$ cat src/rtl/sot_frame_aligner_gen_pkg.sv
`default_nettype none
// ============================================================================
//  Module   : sot_frame_aligner_gen_pkg
//  Purpose  : Shared types and helpers for the SoT frame aligner: lock state
//             encoding, one-hot index decoder and frame-size constants.
//  Ports    : none (package)
//  Revision : 1.0  initial release
// ============================================================================
package sot_frame_aligner_gen_pkg;

  localparam int FRAME_SIZE_SDR = 8;
  localparam int FRAME_SIZE_DDR = 16;

  // The decoder is sized for the widest supported frame; narrower frames are
  // zero-extended before decoding.
  localparam int ONEHOT_MAX_W = FRAME_SIZE_DDR;
  localparam int ONEHOT_IDX_W = $clog2(ONEHOT_MAX_W);

  typedef enum logic [1:0] {
    HUNT     = 2'd0,
    VERIFY   = 2'd1,
    LOCKED   = 2'd2,
    HOLDOVER = 2'd3
  } lock_state_e;

  typedef struct packed {
    logic                    valid;
    logic [ONEHOT_IDX_W-1:0] index;
  } onehot_t;

  // valid is set only when exactly one bit is high; index is then its position.
  function automatic onehot_t onehot_index(input logic [ONEHOT_MAX_W-1:0] vec);
    onehot_t res;
    res.valid = (vec != '0) && ((vec & (vec - 16'd1)) == '0);
    res.index = '0;
    for (int i = 0; i < ONEHOT_MAX_W; i++) begin
      if (vec[i]) res.index = i[ONEHOT_IDX_W-1:0];
    end
    return res;
  endfunction

endpackage
`default_nettype wire

$ cat src/rtl/sot_frame_aligner_gen_if.sv
`default_nettype none
// ============================================================================
//  Module   : sot_frame_aligner_gen_if
//  Purpose  : Bundles the aligner's data, control and status signals.
//  Ports    : master drives sbits_i, start_of_frame_i, mask_i, clear_err_i,
//             aligned_count_to_ready_i and observes the status outputs;
//             slave is the aligner side.
//  Revision : 1.0  initial release
// ============================================================================
interface sot_frame_aligner_gen_if
  import sot_frame_aligner_gen_pkg::*;
#(
  parameter int FRAME_SIZE = FRAME_SIZE_SDR,
  parameter int NUM_LANES  = 8,
  parameter int SLIP_W     = $clog2(FRAME_SIZE),
  parameter int ERR_CNT_W  = 16
);

  logic [NUM_LANES*FRAME_SIZE-1:0] sbits_i;
  logic [FRAME_SIZE-1:0]           start_of_frame_i;
  logic                            mask_i;
  logic                            clear_err_i;
  logic [11:0]                     aligned_count_to_ready_i;
  logic [NUM_LANES*FRAME_SIZE-1:0] sbits_o;
  logic [SLIP_W-1:0]               slip_o;
  logic                            sot_is_aligned_o;
  logic                            sot_unstable_o;
  logic [ERR_CNT_W-1:0]            sot_err_cnt_o;

  modport master (
    output sbits_i, start_of_frame_i, mask_i, clear_err_i, aligned_count_to_ready_i,
    input  sbits_o, slip_o, sot_is_aligned_o, sot_unstable_o, sot_err_cnt_o
  );

  modport slave (
    input  sbits_i, start_of_frame_i, mask_i, clear_err_i, aligned_count_to_ready_i,
    output sbits_o, slip_o, sot_is_aligned_o, sot_unstable_o, sot_err_cnt_o
  );

endinterface
`default_nettype wire

$ cat src/rtl/sot_frame_aligner_gen_frame_slip_lane.sv
`default_nettype none
// ============================================================================
//  Module   : sot_frame_aligner_gen_frame_slip_lane
//  Purpose  : Word-aligns one S-bit lane: keeps the previous frame, selects
//             FRAME_SIZE bits out of {current, previous} at the slip offset
//             and registers the result.
//  Ports    : clock, reset_n_i  - frame clock, async active-low reset
//             lane_i            - raw lane frame
//             slip_i            - bit offset into the two-frame window
//             mask_i            - zero the registered output
//             lane_o            - aligned lane frame (1-cycle latency)
//  Revision : 1.0  initial release
// ============================================================================
module sot_frame_aligner_gen_frame_slip_lane
  import sot_frame_aligner_gen_pkg::*;
#(
  parameter int FRAME_SIZE = FRAME_SIZE_SDR,
  parameter int SLIP_W     = $clog2(FRAME_SIZE)
) (
  input  logic                  clock,
  input  logic                  reset_n_i,
  input  logic [FRAME_SIZE-1:0] lane_i,
  input  logic [SLIP_W-1:0]     slip_i,
  input  logic                  mask_i,
  output logic [FRAME_SIZE-1:0] lane_o
);

  logic [FRAME_SIZE-1:0]   prev_q;
  logic [FRAME_SIZE-1:0]   lane_q;
  logic [2*FRAME_SIZE-1:0] window_d;

  // Current frame in the upper half so slip 0 yields the previous frame intact.
  assign window_d = {lane_i, prev_q};

  always_ff @(posedge clock or negedge reset_n_i) begin
    if (!reset_n_i) begin
      prev_q <= '0;
      lane_q <= '0;
    end else begin
      prev_q <= lane_i;
      lane_q <= mask_i ? '0 : window_d[slip_i +: FRAME_SIZE];
    end
  end

  assign lane_o = lane_q;

endmodule
`default_nettype wire

$ cat src/rtl/sot_frame_aligner_gen.sv
`default_nettype none
// ============================================================================
//  Module   : sot_frame_aligner_gen
//  Purpose  : Per-VFAT S-bit frame aligner. Derives the bitslip from the
//             one-hot SoT frame, qualifies it with a HUNT/VERIFY/LOCKED/
//             HOLDOVER lock machine and word-aligns every S-bit lane.
//  Ports    : clock      - 40 MHz frame clock
//             reset_n_i  - asynchronous active-low reset
//             bus        - slave side of sot_frame_aligner_gen_if (lane data,
//                          SoT, mask, error clear, lock threshold, status)
//  Revision : 1.0  initial release
// ============================================================================
module sot_frame_aligner_gen
  import sot_frame_aligner_gen_pkg::*;
#(
  parameter int FRAME_SIZE = FRAME_SIZE_SDR,
  parameter int NUM_LANES  = 8,
  parameter int SLIP_W     = $clog2(FRAME_SIZE),
  parameter int SOT_OFFSET = 1,
  parameter int MAX_MISS   = 3,
  parameter int ERR_CNT_W  = 16
) (
  input  logic                    clock,
  input  logic                    reset_n_i,
  sot_frame_aligner_gen_if.slave  bus
);

  // miss_q only ever holds values below MAX_MISS.
  localparam int MISS_W = (MAX_MISS < 2) ? 1 : $clog2(MAX_MISS);

  lock_state_e           state_q;
  logic [FRAME_SIZE-1:0] sot_q;
  logic [SLIP_W-1:0]     cand_q;
  logic [SLIP_W-1:0]     slip_q;
  logic [11:0]           stable_q;
  logic [MISS_W-1:0]     miss_q;
  logic [ERR_CNT_W-1:0]  err_q;
  logic                  unstable_q;
  logic                  aligned_q;

  onehot_t               sot_oh_d;
  logic                  sot_good_d;
  logic [SLIP_W-1:0]     cand_d;
  logic                  match_d;
  logic                  err_inc_d;
  logic                  unstable_set_d;
  logic                  in_lock_d;
  logic [NUM_LANES*FRAME_SIZE-1:0] lanes_d;

  assign sot_oh_d   = onehot_index(ONEHOT_MAX_W'(sot_q));
  assign sot_good_d = sot_oh_d.valid;
  assign cand_d     = SLIP_W'((int'(sot_oh_d.index) + SOT_OFFSET) % FRAME_SIZE);
  assign match_d    = sot_good_d && (cand_d == slip_q);
  assign in_lock_d  = (state_q == LOCKED) || (state_q == HOLDOVER);

  // While aligned, every non-matching SoT is an error. Lock is lost on a
  // mismatched good SoT, or once the run of bad SoTs reaches MAX_MISS
  // (miss_q is 0 in LOCKED, so the same test covers both states).
  always_comb begin
    err_inc_d      = 1'b0;
    unstable_set_d = 1'b0;
    if (in_lock_d && !match_d) begin
      err_inc_d = 1'b1;
      if (sot_good_d || (int'(miss_q) + 1 >= MAX_MISS)) unstable_set_d = 1'b1;
    end
  end

  always_ff @(posedge clock or negedge reset_n_i) begin
    if (!reset_n_i) begin
      state_q    <= HUNT;
      sot_q      <= '0;
      cand_q     <= '0;
      slip_q     <= '0;
      stable_q   <= '0;
      miss_q     <= '0;
      err_q      <= '0;
      unstable_q <= 1'b0;
      aligned_q  <= 1'b0;
    end else begin
      sot_q     <= bus.start_of_frame_i;
      aligned_q <= in_lock_d;

      unique case (state_q)
        HUNT: begin
          if (sot_good_d) begin
            if (bus.aligned_count_to_ready_i == 12'd0) begin
              slip_q  <= cand_d;
              state_q <= LOCKED;
            end else begin
              cand_q   <= cand_d;
              stable_q <= '0;
              state_q  <= VERIFY;
            end
          end
        end
        VERIFY: begin
          if (sot_good_d && (cand_d == cand_q)) begin
            // Threshold is sampled live, so lowering it mid-run locks at once.
            if ({1'b0, stable_q} + 13'd1 >= {1'b0, bus.aligned_count_to_ready_i}) begin
              slip_q  <= cand_q;
              state_q <= LOCKED;
            end else begin
              stable_q <= stable_q + 12'd1;
            end
          end else begin
            state_q <= HUNT;
          end
        end
        LOCKED, HOLDOVER: begin
          if (match_d) begin
            miss_q  <= '0;
            state_q <= LOCKED;
          end else if (unstable_set_d) begin
            miss_q  <= '0;
            state_q <= HUNT;
          end else begin
            miss_q  <= miss_q + MISS_W'(1);
            state_q <= HOLDOVER;
          end
        end
        default: state_q <= HUNT;
      endcase

      if (bus.clear_err_i)                err_q <= '0;
      else if (err_inc_d && (err_q != '1)) err_q <= err_q + ERR_CNT_W'(1);

      // A same-cycle loss of lock wins over the clear.
      if (unstable_set_d)       unstable_q <= 1'b1;
      else if (bus.clear_err_i) unstable_q <= 1'b0;
    end
  end

  for (genvar l = 0; l < NUM_LANES; l++) begin : g_lane
    sot_frame_aligner_gen_frame_slip_lane #(
      .FRAME_SIZE (FRAME_SIZE),
      .SLIP_W     (SLIP_W)
    ) u_lane (
      .clock     (clock),
      .reset_n_i (reset_n_i),
      .lane_i    (bus.sbits_i[FRAME_SIZE*l +: FRAME_SIZE]),
      .slip_i    (slip_q),
      .mask_i    (bus.mask_i),
      .lane_o    (lanes_d[FRAME_SIZE*l +: FRAME_SIZE])
    );
  end

  // Gated by the registered aligned flag so output zeroing tracks sot_is_aligned_o.
  assign bus.sbits_o          = aligned_q ? lanes_d : '0;
  assign bus.slip_o           = slip_q;
  assign bus.sot_is_aligned_o = aligned_q;
  assign bus.sot_unstable_o   = unstable_q;
  assign bus.sot_err_cnt_o    = err_q;

endmodule
`default_nettype wire

$ cat src/flat_wrapper.sv
// flat-port wrapper written by rule: the top's interface ports become plain ports
module sot_frame_aligner_gen_flat import sot_frame_aligner_gen_pkg::*;
#(
  parameter int FRAME_SIZE = FRAME_SIZE_SDR,
  parameter int NUM_LANES  = 8,
  parameter int SLIP_W     = $clog2(FRAME_SIZE),
  parameter int SOT_OFFSET = 1,
  parameter int MAX_MISS   = 3,
  parameter int ERR_CNT_W  = 16
)
  (clock, reset_n_i, bus_sbits_i, bus_start_of_frame_i, bus_mask_i, bus_clear_err_i, bus_aligned_count_to_ready_i, bus_sbits_o, bus_slip_o, bus_sot_is_aligned_o, bus_sot_unstable_o, bus_sot_err_cnt_o);
  sot_frame_aligner_gen_if #(.FRAME_SIZE(FRAME_SIZE), .NUM_LANES(NUM_LANES), .SLIP_W(SLIP_W), .ERR_CNT_W(ERR_CNT_W)) bus_i ();
  input  logic clock;
  input  logic reset_n_i;
  input wire logic [$bits(bus_i.sbits_i)-1:0] bus_sbits_i;
  input wire logic [$bits(bus_i.start_of_frame_i)-1:0] bus_start_of_frame_i;
  input wire logic [$bits(bus_i.mask_i)-1:0] bus_mask_i;
  input wire logic [$bits(bus_i.clear_err_i)-1:0] bus_clear_err_i;
  input wire logic [$bits(bus_i.aligned_count_to_ready_i)-1:0] bus_aligned_count_to_ready_i;
  output wire logic [$bits(bus_i.sbits_o)-1:0] bus_sbits_o;
  output wire logic [$bits(bus_i.slip_o)-1:0] bus_slip_o;
  output wire logic [$bits(bus_i.sot_is_aligned_o)-1:0] bus_sot_is_aligned_o;
  output wire logic [$bits(bus_i.sot_unstable_o)-1:0] bus_sot_unstable_o;
  output wire logic [$bits(bus_i.sot_err_cnt_o)-1:0] bus_sot_err_cnt_o;
  assign bus_i.sbits_i = bus_sbits_i;
  assign bus_i.start_of_frame_i = bus_start_of_frame_i;
  assign bus_i.mask_i = bus_mask_i;
  assign bus_i.clear_err_i = bus_clear_err_i;
  assign bus_i.aligned_count_to_ready_i = bus_aligned_count_to_ready_i;
  assign bus_sbits_o = bus_i.sbits_o;
  assign bus_slip_o = bus_i.slip_o;
  assign bus_sot_is_aligned_o = bus_i.sot_is_aligned_o;
  assign bus_sot_unstable_o = bus_i.sot_unstable_o;
  assign bus_sot_err_cnt_o = bus_i.sot_err_cnt_o;
  sot_frame_aligner_gen #(.FRAME_SIZE(FRAME_SIZE), .NUM_LANES(NUM_LANES), .SLIP_W(SLIP_W), .SOT_OFFSET(SOT_OFFSET), .MAX_MISS(MAX_MISS), .ERR_CNT_W(ERR_CNT_W)) u_core (.clock(clock), .reset_n_i(reset_n_i), .bus(bus_i));
endmodule
$ cat config.mk
export PLATFORM = sky130hd
export DESIGN_NAME = sot_frame_aligner_gen_flat
export DESIGN_NICKNAME = d
export VERILOG_FILES = /design/src/rtl/sot_frame_aligner_gen_pkg.sv /design/src/rtl/sot_frame_aligner_gen_if.sv /design/src/rtl/sot_frame_aligner_gen_frame_slip_lane.sv /design/src/rtl/sot_frame_aligner_gen.sv /design/src/flat_wrapper.sv
export SDC_FILE = /design/constraint.sdc
export NUM_CORES = 1
export LEC_CHECK = 0
export ABC_CLOCK_PERIOD_IN_PS = 10400
export BUFFER_PORTS_ARGS = -buffer_cell sky130_fd_sc_hd__buf_2
export CAP_MARGIN = 20
export CORE_MARGIN = 5
export CORE_UTILIZATION = 40
export DETAILED_ROUTE_END_ITERATION = 8
export GPL_TIMING_DRIVEN = 0
export HOLD_SLACK_MARGIN = 0.05
export RECOVER_POWER = 25
export SETUP_SLACK_MARGIN = 0.3
export SYNTH_ARGS = -nofsm -noshare
export SYNTH_HDL_FRONTEND = slang
export SYNTH_SLANG_ARGS = --single-unit
$ cat constraint.sdc
create_clock -name clock -period 10.4 [get_ports clock]
set_input_delay 3.12 -clock clock [delete_from_list [all_inputs] [get_ports clock]]
set_output_delay 3.12 -clock clock [all_outputs]
set_load 0.005 [all_outputs]
==> key figures, run 1 <==
Critical path
  • Max incr delay on CP: 2.20 ns
  • Reg2Reg Depth: 13
  • Crit-path cells: clkbuf_1
  • FF-to-FF End: u_core.stable_q[6]
  • Max FO, Critical Path: a little under 60
  • CP top delay family: buffers and inverters
  • Slowest stage cell, crit path: clkbuf_1
  • Worst endpoint required time: about 10 ns
  • Crit path capture type: async pin
  • Critical Path AT: between 5 and 6 ns
  • Worst r2r src: u_core.stable_q[2]
  • Setup slack, reg-to-reg: between 6 and 7 ns
  • Instance count on the critical path: 1
  • Setup CP Type: in -> async
  • Critical path buffers and inverters: 1
  • Crit start category: input pin

Global routing
  • Global route total overflow: 0
  • First-pass GRT wire length: roughly 40000 um
  • Initial antenna violation count: 2
  • Largest net degree at the start of global routing: 120
  • Vias in the first global route: 7144
  • Gr usage total: 19.1%

Timing
  • Final Slew Violations: 58
  • Fin. Hold Viols: 0
  • Fin crit share: a little over half
  • Count of final setup violators: 0
  • Clock skew: approximately 0.013 ns
  • Fin Setup TNS: 0 ns
  • Worst Max-Slew Pin Slew: between 3 and 4 ns
  • Max Clk Rate: around 180 MHz
  • Min cycle time layout: around 5.5 ns
  • Relative slew slack: -111%
  • RSZ-0062 raised after global routing: false

Placed design
  • Placed cell areas: 0.0107 sq mm
  • Detailed placement HPWL: about 18000 um
  • DP Cell Count: roughly 1.3k
  • Port Buffers: 170
  • GP Congestion: ~0.85

CTS
  • CTS buffer count: 17
  • TritonCTS clock tree: done
  • Root Buffer: clkbuf_16
  • Hold_buf cts: 0
  • H-tree depth: 4
  • Postcts setup bufs: 0
  • Maximum clock insertion buffer count: 2
  • Post-cts resize count: 0
  • Insertion delay to the later sink of the worst-skew pair: roughly 0.43 ns
  • Worst-path clk slew: about 0.07 ns
  • Num Clock Sinks: 176

Floorplan
  • Ports: 173
  • Initial Utilization: 40.3%
  • Height of the die: around 160 um
  • Core footprint: between 0.02 and 0.025 sq mm
  • Row cnt: 56
  • Die area: between 0.02 and 0.03 sq mm
  • Die Wd: 163 um

Yosys
  • Ys flop type: dfrtp_1
  • Sequential area share after synthesis: roughly 47%
  • FF+latch count, synth: about 180
  • Ys async rst share: 100%
  • Synth Net Count: a little under 900
  • Synth unique cells: 48
  • Number of synthesized flops with an enable pin: 0
  • Count of warnings emitted by yosys: 0
  • Mapped Area: between 0.009 and 0.01 sq mm
  • Synthesized instance count: 775
  • Area leader, netlist: dfrtp_1
  • Largest cells by area after synthesis: dfrtp_1 47%, mux4_2 15%, mux2i_1 12%
  • Syn_area_per_cell: 12.1 sq um
  • Yosys top cell area share: between 40% and 50%

Route
  • Drt pass-1 iters: 4
  • Routed len/inst: around 19 um
  • Total Wirelength: between 20000 and 25000 um
  • DR DRC count: 0
  • Routed vias/inst: between 5 and 6
  • ANT nets after route: 0
  • Initial DRC count: 388
  • Vias: between 6k and 7k

Job
  • Max-cap violations: 1

Layout
  • Layout cell share with drive strength beyond 1: between 20% and 30%
  • Post-route cell area: around 0.011 sq mm
  • # diodes: 0
  • P&R area growth vs syn: 18.9%
  • # nets final: between 1k and 1.5k
  • Commonest cells after routing, fill and taps aside: 176 x dfrtp_1, 126 x buf_2, 108 x mux2i_1
  • Final cell count without fillers: between 1k and 1.5k
  • Commonest non-fill, non-tap cell in the layout: dfrtp_1

Pwr
  • Maximum VDD drop: roughly 0.076 mV
  • Leak: slightly below 5 nW
  • Pwr per Cell Area: roughly 140 mW/mm^2

Hold path
  • WHS Path Cells: 2
  • Hold crit path type: reg -> reg
  • HP Start: u_core.stable_q[10]
  • WHS Endpoint: u_core.stable_q[10]

Outcome
  • Status: finished, violations left
  • Violated checks: max-capacitance violations, max-slew violations
[state kept, by name (all words and copies together) (netlist names)]
| signal | count |
|---|---|
| u_core.bus.slip_o | 3 |
| u_core.bus.sot_err_cnt_o | 16 |
| u_core.bus.sot_is_aligned_o | 1 |
| u_core.bus.sot_unstable_o | 1 |
| u_core.cand_q | 3 |
| u_core.g_lane.u_lane.lane_o | 64 |
| u_core.g_lane.u_lane.prev_q | 64 |
| u_core.miss_q | 2 |
| u_core.sot_q | 8 |
| u_core.stable_q | 12 |
| u_core.state_q | 2 |
[area by class of cell]
type	instances	area, sq um
buffer	52	215
clock buffer	17	425
clock inverter	15	150
fill	2188	12200
inverter	23	86.3
multi-input combinational	524	4690
sequential	176	4400
tap	319	399
timing repair buffer	171	811
[cells by family after synthesis]
logic type	share of synthesized area (%)
flip-flops	46.9
buffers and inverters	3.21
AO/OA/AOI/OAI	4.38
multiplexers	27.4
XOR/XNOR	1.73
adder cells (fa/ha/maj)	2.50
AND/OR/NAND/NOR	13.9
[Yosys cell counts, types with 12 or more instances]
master	number
dfrtp_1	176
mux2i_1	108
nor2_1	79
and2_1	64
mux4_2	64
nand2_1	27
clkbuf_1	22
inv_1	22
buf_1	19
a21oi_1	18
ha_1	18
o21ai_0	13
nand3_1	12
or3_1	12
[worst max path at each step]
stage / slack [ns] / endpoint / start
6_report: 4.87 / u_core.bus.slip_o[2] / reset_n_i
2_1_floorplan: 5.21 / u_core.bus.slip_o[0] / bus_aligned_count_to_ready_i[6]
3_3_place_gp: 3.40 / u_core.bus.sot_err_cnt_o[1] / reset_n_i
4_1_cts: 5.03 / bus_sbits_o[7] / u_core.bus.sot_is_aligned_o
5_1_grt: 4.11 / u_core.bus.slip_o[2] / reset_n_i
3_5_place_dp: 4.78 / u_core.stable_q[6] / bus_aligned_count_to_ready_i[11]
[metal layers]
| metal | GRT usage [%] | share of wire, % | vias up |
|---|---|---|---|
| met4 | 5.22 | 1.4 | 4 |
| met5 | 0 | 0.090 | - |
| met3 | 4.90 | 6.4 | 26 |
| met2 | 31.9 | 51 | 194 |
| li1 | - | - | 3187 |
| met1 | 24.9 | 42 | 3373 |
[per-stage QoR]
step,utilization [%],hold WS [ns],power [W],worst slack [ns]
finish,47.9,0.483,0.00153,4.87
global route,47.9,0.507,0.00161,4.11
CTS,48.3,0.484,0.00155,5.03
detailed placement,45.8,0.471,0.000928,4.78
global placement,45.6,0.458,0.000922,3.40
floorplan,-,0.439,0.000856,5.21
[tightest hold or removal path, cell delays in order, from the launching register on]
cell	delay [ns]
dfrtp_1	0.35
nand2_1	0.05
nand2_1	0.05
[where the power goes]
part           total, W  switching, W  internal (W)
logic          0.000171     0.0000924     0.0000782
registers      0.000739     0.0000190      0.000720
clock network  0.000622      0.000286      0.000336
total           0.00153      0.000397       0.00113
(Power assumes the default switching activity.)
==> run 2: changes to the inputs <==
Settings changed: ABC_CLOCK_PERIOD_IN_PS 10400 to 4850.
Clock period 10.4 ns to 4.85 ns, I/O delays scaled along.
==> run 2 against run 1 <==
The flow still finishes with violations (max-capacitance violations, max-slew violations); register-to-register slack got worse by 5.6 ns; die area unchanged; routed wire length grew 0.34%; clock skew shrank 0.00063 ns; flip-flop and latch count unchanged; clock power increased by 110%; final cell count is the same; sequential share of layout area is essentially flat; sequential power increased by 110%; setup slack worse by 3.9 ns; critical endpoint is now u_core.stable_q[6]; largest power group unchanged.
==> key figures, run 2 (same netlist as run 1, synthesis figures left out) <==
Outcome
  • Status: finished, violations left
  • Violated checks: max-capacitance violations, max-slew violations

Pwr
  • Maximum VDD drop: 0.162 mV (+110%)
  • Leak: 4.82 nW (about the same)
  • Pwr Total: 0.00328 W (+110%)
  • Pwr per Cell Area: 294 mW/mm^2 (+110%)

CTS
  • H-tree depth: 4 (unchanged)
  • Worst-path clk slew: 0.07 ns (about the same)
  • Root Buffer: clkbuf_16
  • Num Clock Sinks: 176 (unchanged)
  • Insertion delay to the later sink of the worst-skew pair: 0.43 ns (about the same)
  • Postcts setup bufs: 0 (unchanged)
  • Maximum clock insertion buffer count: 2 (unchanged)
  • CTS buffer count: 17 (unchanged)
  • Hold_buf cts: 0 (unchanged)
  • Post-cts resize count: 0 (unchanged)
  • TritonCTS clock tree: done

Placed design
  • Placement Setup Slack: 0.892 ns (-3.89 ns)
  • Placed cell areas: 0.0107 sq mm (unchanged)
  • Port Buffers: 170 (unchanged)
  • GP Congestion: 0.848 (unchanged)
  • Detailed placement HPWL: 18300 um (unchanged)

Timing
  • RSZ-0062 raised after global routing: false
  • Min cycle time layout: 3.85 ns
  • Final hold slack: 0.483 ns (-0.00000800 ns)
  • Worst Max-Slew Pin Slew: 2.78 ns (-0.393 ns)
  • Relative slew slack: -85.2% (+26 points)
  • Clock skew: 0.0123 ns (-0.000625 ns)
  • Fin crit share: roughly four fifths
  • Final Slew Violations: 58 (unchanged)
  • Setup ws final: 0.999 ns (-3.87 ns)
  • Max Clk Rate: around 260 MHz
  • Count of final setup violators: 0 (unchanged)
  • Fin. Hold Viols: 0 (unchanged)

Critical path
  • Worst endpoint required time: 5.18 ns (-5.04 ns)
  • Critical Path AT: 4.19 ns (-1.16 ns)
  • Crit path capture type: register
  • Setup CP Type: reg -> reg
  • Crit start category: register
  • Max FO, Critical Path: 10 (-83%)

Route
  • Vias: 6811 (+0.40%)
  • Initial DRC count: 393 (+1.3%)
  • Drt pass-1 iters: 4 (unchanged)
  • Routed len/inst: 19.0 um (+0.34%)
  • DR DRC count: 0 (unchanged)
  • Routed vias/inst: 5.25 (+0.40%)
  • ANT nets after route: 0 (unchanged)
  • Total Wirelength: 24600 um (+0.34%)

Floorplan
  • Initial Utilization: 40.3% (unchanged)
  • Die area: 0.0267 sq mm (unchanged)
  • Row cnt: 56 (unchanged)
  • Height of the die: 163 um (unchanged)
  • Die Wd: 163 um (unchanged)
  • Ports: 173 (unchanged)
  • Core footprint: 0.0233 sq mm (unchanged)

Layout
  • # diodes: 0 (unchanged)
  • Post-route cell area: 0.0112 sq mm (+0.11%)
  • Fin util: 48.0% (+0.054 points)
  • Filler cells: 2184 (-0.18%)
  • Commonest non-fill, non-tap cell in the layout: dfrtp_1
  • # nets final: 1071 (unchanged)
  • Layout cell share with drive strength beyond 1: 23.7% (+0.10 points)
  • P&R area growth vs syn: 19.1%
  • Commonest cells after routing, fill and taps aside: 176 x dfrtp_1, 126 x buf_2, 108 x mux2i_1

Global routing
  • Largest net degree at the start of global routing: 120 (unchanged)
  • Vias in the first global route: 7144 (unchanged)
  • Initial antenna violation count: 2 (unchanged)
  • Gr usage total: 19.1% (unchanged)
  • Global route total overflow: 0 (unchanged)
  • First-pass GRT wire length: 39400 um (unchanged)

Hold path
  • Hold crit path type: reg -> reg

Job
  • Max-cap violations: 1 (unchanged)
[run 2: critical path, stage by stage (launching register included)]
cell      delay, ns
dfrtp_1        0.32
clkbuf_1       0.34
nand3_1        0.26
nor4_1         0.37
xor2_1         0.25
ha_1           0.28
and3_1         0.20
a221oi_1       0.31
o211ai_1       0.18
or3_1          0.36
buf_2          0.17
nand4b_1       0.27
buf_2          0.25
o31ai_1        0.20
[run 2: report_power, final]
group          switching (W)  total [W]  internal [W]
Sequential         0.0000410    0.00158       0.00154
Combinational       0.000199   0.000367      0.000168
Clock               0.000612    0.00133      0.000721
Total               0.000852    0.00328       0.00243
[run 2: path summary, 6_finish.rpt]
check                                               endpoint                 from  cells after the start  slack (ns)
max in group asynchronous                    u_core.sot_q[2]            reset_n_i                      1        1.15
setup / recovery                          u_core.stable_q[6]   u_core.stable_q[2]                     13         1.0
hold reg to reg                          u_core.stable_q[10]  u_core.stable_q[10]                      2        0.48
min in group asynchronous  u_core.g_lane[2].u_lane.prev_q[1]            reset_n_i                      1        2.11
setup reg to reg                          u_core.stable_q[6]   u_core.stable_q[2]                     13         1.0
hold / removal                           u_core.stable_q[10]  u_core.stable_q[10]                      2        0.48
[run 2: through the flow]
| step | setup TNS [ns] | instances |
|---|---|---|
| final | 0 | 1297 |
| after CTS | 0 | 1297 |
| after global placement | -82.67 | 1264 |
| after floorplan | 0 | 775 |
| after global routing | 0 | 1297 |
| after detailed placement | 0 | 1265 |
[run 2: area by class of cell]
| cell class | instances | area, sq um | area share [%] |
|---|---|---|---|
| flip-flops and latches | 176 | 4400 | 39.4 |
| clock inverters | 15 | 150 | 1.34 |
| repair buffers | 171 | 817 | 7.30 |
| inverters | 23 | 86.3 | 0.771 |
| well taps | 319 | 399 | 3.57 |
| clock buffers | 17 | 425 | 3.80 |
| multi-input cells | 524 | 4690 | 41.9 |
| plain buffers | 52 | 215 | 1.92 |
[run 2: layer usage]
| metal | GRT usage, % | vias to the layer above | wire length (um) |
|---|---|---|---|
| met3 | 4.90 | 21 | 1590 |
| met4 | 5.22 | 4 | 303 |
| met2 | 31.9 | 194 | 12500 |
| met5 | 0 | - | 22 |
| met1 | 24.9 | 3402 | 10300 |
| li1 | - | 3190 | - |
